**src/rtl/alu_seq_pkg.sv**
```systemverilog
// Shared types and helpers for the sequential ALU.
package alu_seq_pkg;

    // Operation codes carried on the op input.
    typedef enum logic [2:0] {
        OP_ADD = 3'b000,
        OP_SUB = 3'b001,
        OP_MUL = 3'b010,
        OP_DIV = 3'b011
    } op_e;

    // Top-level control states.
    typedef enum logic [1:0] {
        IDLE = 2'd0,
        BUSY = 2'd1,
        DONE = 2'd2
    } state_e;

    // Which algorithm the iterative datapath runs.
    typedef enum logic {
        MODE_MUL = 1'b0,
        MODE_DIV = 1'b1
    } iter_mode_e;

    // Codes above OP_DIV are reserved and reported through err.
    function automatic logic is_legal_op(input logic [2:0] code);
        return code <= 3'(OP_DIV);
    endfunction

endpackage

```
**src/rtl/alu_seq_iter.sv**
```systemverilog
// W-step iterative datapath shared by multiply and divide.
// Both algorithms work on one {hi, lo} register pair:
//   mul: hi accumulates partial products, lo holds the multiplier and
//        collects the low product bits as the pair shifts right.
//   div: hi is the partial remainder, lo holds the dividend and collects
//        quotient bits as the pair shifts left (restoring division).
// Operands are captured on start; one step runs per clock after that and
// done pulses for one cycle once the last step has been written.
module alu_seq_iter
    import alu_seq_pkg::*;
#(
    parameter int W = 8
) (
    input  logic             clk,
    input  logic             rst,
    input  logic             start,
    input  iter_mode_e       mode,
    input  logic [W-1:0]     a,
    input  logic [W-1:0]     b,
    output logic             done,
    output logic [2*W-1:0]   res
);

    localparam int CW = $clog2(W);

    logic             busy;
    iter_mode_e       mode_q;
    logic [CW-1:0]    cnt;
    logic [W-1:0]     hi;
    logic [W-1:0]     lo;
    logic [W-1:0]     opnd_b;

    logic [W:0]       mul_sum;
    logic [W:0]       div_shift;
    logic             div_ge;
    logic [W-1:0]     div_diff;
    logic [W-1:0]     hi_next;
    logic [W-1:0]     lo_next;

    // One step of shift-add multiply or restoring divide.
    always_comb begin
        mul_sum   = {1'b0, hi} + (lo[0] ? {1'b0, opnd_b} : '0);
        div_shift = {hi, lo[W-1]};
        div_ge    = div_shift >= {1'b0, opnd_b};
        // When div_ge holds the true difference is below opnd_b, so the
        // low W bits of the subtraction are exact.
        div_diff  = div_shift[W-1:0] - opnd_b;
        if (mode_q == MODE_MUL) begin
            hi_next = mul_sum[W:1];
            lo_next = {mul_sum[0], lo[W-1:1]};
        end else begin
            hi_next = div_ge ? div_diff : div_shift[W-1:0];
            lo_next = {lo[W-2:0], div_ge};
        end
    end

    // Operand capture, step counter and done pulse.
    always_ff @(posedge clk) begin
        if (rst) begin
            busy   <= 1'b0;
            done   <= 1'b0;
            mode_q <= MODE_MUL;
            cnt    <= '0;
            hi     <= '0;
            lo     <= '0;
            opnd_b <= '0;
        end else begin
            done <= 1'b0;
            if (start) begin
                busy   <= 1'b1;
                mode_q <= mode;
                cnt    <= CW'(W - 1);
                hi     <= '0;
                lo     <= a;
                opnd_b <= b;
            end else if (busy) begin
                hi <= hi_next;
                lo <= lo_next;
                if (cnt == '0) begin
                    busy <= 1'b0;
                    done <= 1'b1;
                end else begin
                    cnt <= cnt - 1'b1;
                end
            end
        end
    end

    assign res = {hi, lo};

endmodule

```
**src/rtl/alu_seq.sv**
```systemverilog
// Handshaked W-bit ALU: add/sub in one cycle, mul/div over W cycles.
// Valid/ready: a transfer happens on a rising edge where valid and ready
// are both high; the producer holds its data stable until that edge and
// ready never depends combinationally on valid.
module alu_seq
    import alu_seq_pkg::*;
#(
    parameter int W = 8
) (
    input  logic             clk,
    input  logic             rst,
    input  logic             in_valid,
    output logic             in_ready,
    input  logic [W-1:0]     a,
    input  logic [W-1:0]     b,
    input  logic [2:0]       op,
    output logic             out_valid,
    input  logic             out_ready,
    output logic [2*W-1:0]   result,
    output logic             err,
    output state_e           state
);

    logic             accept;
    logic             iter_start;
    iter_mode_e       iter_mode;
    logic             iter_done;
    logic [2*W-1:0]   iter_res;
    logic [W:0]       add_sum;

    assign in_ready = (state == IDLE) && !rst;
    assign accept   = in_valid && in_ready;
    assign add_sum  = {1'b0, a} + {1'b0, b};

    // Only mul and a divide with a non-zero divisor need the iterator.
    assign iter_start = accept && ((op == 3'(OP_MUL)) ||
                                   ((op == 3'(OP_DIV)) && (b != '0)));
    assign iter_mode  = (op == 3'(OP_DIV)) ? MODE_DIV : MODE_MUL;

    alu_seq_iter #(.W(W)) u_iter (
        .clk   (clk),
        .rst   (rst),
        .start (iter_start),
        .mode  (iter_mode),
        .a     (a),
        .b     (b),
        .done  (iter_done),
        .res   (iter_res)
    );

    // Control FSM with registered result, err and out_valid.
    always_ff @(posedge clk) begin
        if (rst) begin
            state     <= IDLE;
            out_valid <= 1'b0;
            result    <= '0;
            err       <= 1'b0;
        end else begin
            case (state)
                IDLE: begin
                    if (accept) begin
                        if (!is_legal_op(op)) begin
                            result    <= '0;
                            err       <= 1'b1;
                            out_valid <= 1'b1;
                            state     <= DONE;
                        end else begin
                            case (op_e'(op))
                                OP_ADD: begin
                                    result    <= {{(W-1){1'b0}}, add_sum};
                                    err       <= 1'b0;
                                    out_valid <= 1'b1;
                                    state     <= DONE;
                                end
                                OP_SUB: begin
                                    result    <= {{W{1'b0}}, a} - {{W{1'b0}}, b};
                                    err       <= 1'b0;
                                    out_valid <= 1'b1;
                                    state     <= DONE;
                                end
                                OP_MUL: begin
                                    state <= BUSY;
                                end
                                OP_DIV: begin
                                    if (b == '0) begin
                                        result    <= '1;
                                        err       <= 1'b1;
                                        out_valid <= 1'b1;
                                        state     <= DONE;
                                    end else begin
                                        state <= BUSY;
                                    end
                                end
                                default: ;
                            endcase
                        end
                    end
                end
                BUSY: begin
                    if (iter_done) begin
                        result    <= iter_res;
                        err       <= 1'b0;
                        out_valid <= 1'b1;
                        state     <= DONE;
                    end
                end
                DONE: begin
                    if (out_ready) begin
                        out_valid <= 1'b0;
                        state     <= IDLE;
                    end
                end
                default: state <= IDLE;
            endcase
        end
    end

endmodule

```
**config.mk**
```make
export PLATFORM = sky130hd
export DESIGN_NAME = alu_seq
export DESIGN_NICKNAME = d
export VERILOG_FILES = /design/src/rtl/alu_seq_pkg.sv /design/src/rtl/alu_seq_iter.sv /design/src/rtl/alu_seq.sv
export SDC_FILE = /design/constraint.sdc
export NUM_CORES = 1
export LEC_CHECK = 0
export ABC_AREA = 1
export CORE_UTILIZATION = 58
export DETAILED_ROUTE_END_ITERATION = 10
export PLACE_DENSITY = 0.82
export SKIP_CTS_REPAIR_TIMING = 1
export SLEW_MARGIN = 20
export SYNTH_ARGS = -nofsm -noshare
export SYNTH_HDL_FRONTEND = slang
export SYNTH_SLANG_ARGS = --single-unit
```
**constraint.sdc**
```tcl
create_clock -name clk -period 2.2 [get_ports clk]
set_input_delay 0.33 -clock clk [delete_from_list [all_inputs] [get_ports clk]]
set_output_delay 0.33 -clock clk [all_outputs]
set_load 0.1 [all_outputs]
```
==> impl_metrics.toml <==
[die]
die_h_um = 85.7
die_w_um = 85.7
io_pins = 44
initial_core_util_pct = 59.7
fp.coreArea_sq_mm = 0.00679
dieArea_sq_mm = 0.00734
rows = 30

[clock_network]
clk_latency_ps = 310
cts_tree = "built"
cts_made_buffers = 5
path_clk_slew_ps = 90
htreeDepth = 2
root_buffer = "clkbuf_8"
clockBufferDepth = 2
cts_num_sinks = 50

[drt]
drt-initial-drc-count = 259
drc = 0
wl_per_cell_um = 14.2
routed_wl_mm = 11.9
ant_nets = 0
drt_pass1_iterations = 5
vias = 4621
viasPerCell = 5.52

[layout]
diodes = 0
nNetsFinal = 803
area_growth_pct = 24.0
nFillCells = 576
drive_gt1_share_pct = 14.4
stdcell_count = 837
fin_area_sq_mm = 0.00503

[global_route]
antenna_found_initial = 0
grt_max_degree = 30
grt_pass1_wl_mm = 20.1
use_met2_pct = 61.3
grt_pass1_vias = 4350
grt_overflow_total = 0
grtUsageTotal_pct = 34.5
grt.met1_usage_pct = 40.4
grt.busiest_layer = "met2"
use_met3_pct = 4.81

[timing]
fin_tns_setup_ps = 0
rsz0062_at_grt = "no"
final_hold_viol_count = 0
skew_ps = 8.61
fmax_mhz = 486
relSlewSlack_pct = 48.0
setup-violations-final = 0
slew_viol_final = 0
finalCritPeriodShare_pct = 93.5
worst_pin_slew_ps = 779
period_needed_ps = 2060

[synthesis]
syn-instance-count = 652
synth_edf_count = 0
yosysWarnings = 0
yosys.cell_count.top_type = "nand2_1"
synth_area_leaders = "dfxtp_1 (25%), nand2_1 (15%), ha_1 (11%), inv_1 (9.0%), nand3_1 (8.0%)"
synth_seq_cells = 50
synth_top_area_share_pct = 24.7
ys_async_sr_fraction_pct = 0
syn_nets = 714
synth.avg_cell_area_sq_um = 6.23
syn-cell-area_sq_mm = 0.00406
yosysSeqAreaShare_pct = 24.7
synth_top_cell_by_area = "dfxtp_1"
synth_cell_types = 28
synth_top_flop_cell = "dfxtp_1"
synth_common_cells = "nand2_1 (160), inv_1 (97), nand3_1 (65), a21oi_1 (56), nor2_1 (54)"

[pwr]
seqPwrFrac_pct = 34.9
p_comb_share_pct = 46.8
vdd_drop_max_mv = 0.682
p_sw_mw = 1.33
p_int_mw = 1.63
leakage_nw = 2.59
clkPwrFrac_pct = 18.2
swShare_pct = 44.9
powerDensity_mw_per_mm2 = 590

[setup_path]
critPathLaunchType = "register"
end_kind = "register"
cp_max_fo = 5
r2r_cells = 11
worstSetupStartpoint = "u_iter.lo[0]$_SDFFE_PP0P_"
arrival_ps = 2280
path_cells = "nand2_1 > inv_1 > ha_1 > fa_1 > nand3_1 > nand3_1 > nor3b_1 > o21ai_0 > nand3_1 > nand2_1 > inv_1"
timing.rr.start = "u_iter.lo[0]$_SDFFE_PP0P_"
critPathMaxStageDelay_ps = 440
worstReg2RegEnd = "u_iter.hi[7]$_SDFFE_PP0P_"
crit_top_cell = "nand3_1"
critPathKind = "reg -> reg"
crit_path_top_delay_cell = "fa_1"
crit_end = "u_iter.hi[7]$_SDFFE_PP0P_"
worstPathRequired_ps = 2420
regToRegSetupSlack_ps = 140

[place]
finalWeightedCongestion = 1.01
io_buffers = 43
place_inst = 830
place_area_sq_mm = 0.00493
place_hpwl_mm = 9.67

[job]
maxCapViolCount = 0

[worst_hold_path]
hp-class = "reg -> reg"

[run_status]
status = "finished, final reports clean"
## per-layer routing
layer / vias to the layer above / wire (um)
li1: 2285 / -
met5: - / 0
met1: 2098 / 4730
met2: 195 / 5930
met4: 0 / 519
met3: 43 / 741
## cell families (layout without fill, tap and decap cells)
group | after synthesis | count (layout) | synth area share (%)
DFF | 50 | 50 | 24.7
xor gates and xnor gates | 10 | 10 | 2.16
buffers and inverters | 125 | 214 | 12.2
AOI/OAI and AO/OA | 124 | 124 | 16.1
adders and majority gates | 39 | 39 | 12.8
and+or+nand+nor | 304 | 304 | 32.1
## layout make-up
class | count | area [sq um] | share of cell area, %
Multi-Input combinational cell | 477 | 2580 | 51.2
Sequential cell | 50 | 1000 | 19.9
Timing Repair Buffer | 104 | 861 | 17.1
Inverter | 103 | 387 | 7.68
Tap cell | 96 | 120 | 2.39
Clock buffer | 5 | 68.8 | 1.37
Clock inverter | 2 | 13.8 | 0.274
## how the worst min path moves through the flow
| stage | startpoint | end | cells past startpoint |
|---|---|---|---|
| after CTS | u_iter.cnt[0]$_SDFFE_PP0P_ | u_iter.cnt[0]$_SDFFE_PP0P_ | 1 |
| after global routing | err$_SDFFE_PP0P_ | err$_SDFFE_PP0P_ | 2 |
| after detailed placement | u_iter.cnt[0]$_SDFFE_PP0P_ | u_iter.cnt[0]$_SDFFE_PP0P_ | 1 |
| after global placement | u_iter.cnt[0]$_SDFFE_PP0P_ | u_iter.cnt[0]$_SDFFE_PP0P_ | 1 |
| after floorplan | rst | u_iter.lo[2]$_SDFFE_PP0P_ | 1 |
| final | out_valid$_SDFFE_PP0P_ | out_valid$_SDFFE_PP0P_ | 2 |
## state kept, by name, indices dropped and copies added, names as in the netlist
signal / cells
result: 16
u_iter.hi: 8
u_iter.lo: 8
u_iter.opnd_b: 8
u_iter.cnt: 3
state: 2
err: 1
out_valid: 1
u_iter.busy: 1
u_iter.done: 1
u_iter.mode_q: 1
## stage by stage
step | hold WS [ps] | power (mW) | utilization, % | setup WS [ps]
5_1_grt | 509 | 3.11 | 74.1 | 10.0
3_5_place_dp | 456 | 2.43 | 72.6 | -223
2_1_floorplan | 399 | 2.01 | - | 44.6
3_3_place_gp | 447 | 2.41 | 72.6 | -142
6_report | 470 | 2.97 | 74.1 | 143
4_1_cts | 469 | 2.95 | 73.8 | 101
## cell usage in the layout, fill, tap and decap left out, types with 2 or more instances in the layout
cell type / n
nand3_1: 64
clkdlybuf4s50_1: 22
dfxtp_1: 48
and2_1: 2
buf_4: 80
nor2_1: 54
ha_1: 35
inv_1: 97
xnor2_1: 2
a21oi_1: 56
o211ai_1: 5
buf_12: 2
inv_2: 6
dfxtp_2: 2
a31oi_1: 10
nand2_2: 2
clkbuf_8: 5
fa_1: 4
nand4_1: 14
nor2_2: 2
nand2_1: 160
xor2_1: 8
o21ai_1: 24
nor2_4: 3
o21bai_1: 2
o21ai_0: 25
## power by group through the flow
stage	combinational (mW)	clock, mW	sequential (mW)
after floorplan	0.540	0	1.47
after global placement	1.35	0	1.05
after detailed placement	1.37	0	1.06
after CTS	1.38	0.537	1.04
after global routing	1.49	0.575	1.05
final	1.39	0.541	1.04
## critical path, delay by kind of cell, from the launching register on
family	cells	cell delay [ps]
buf+inv	2	70
compound gates	1	190
fa+ha+maj	2	660
simple gates	6	680
flops	1	360
(Power assumes the default switching activity.)
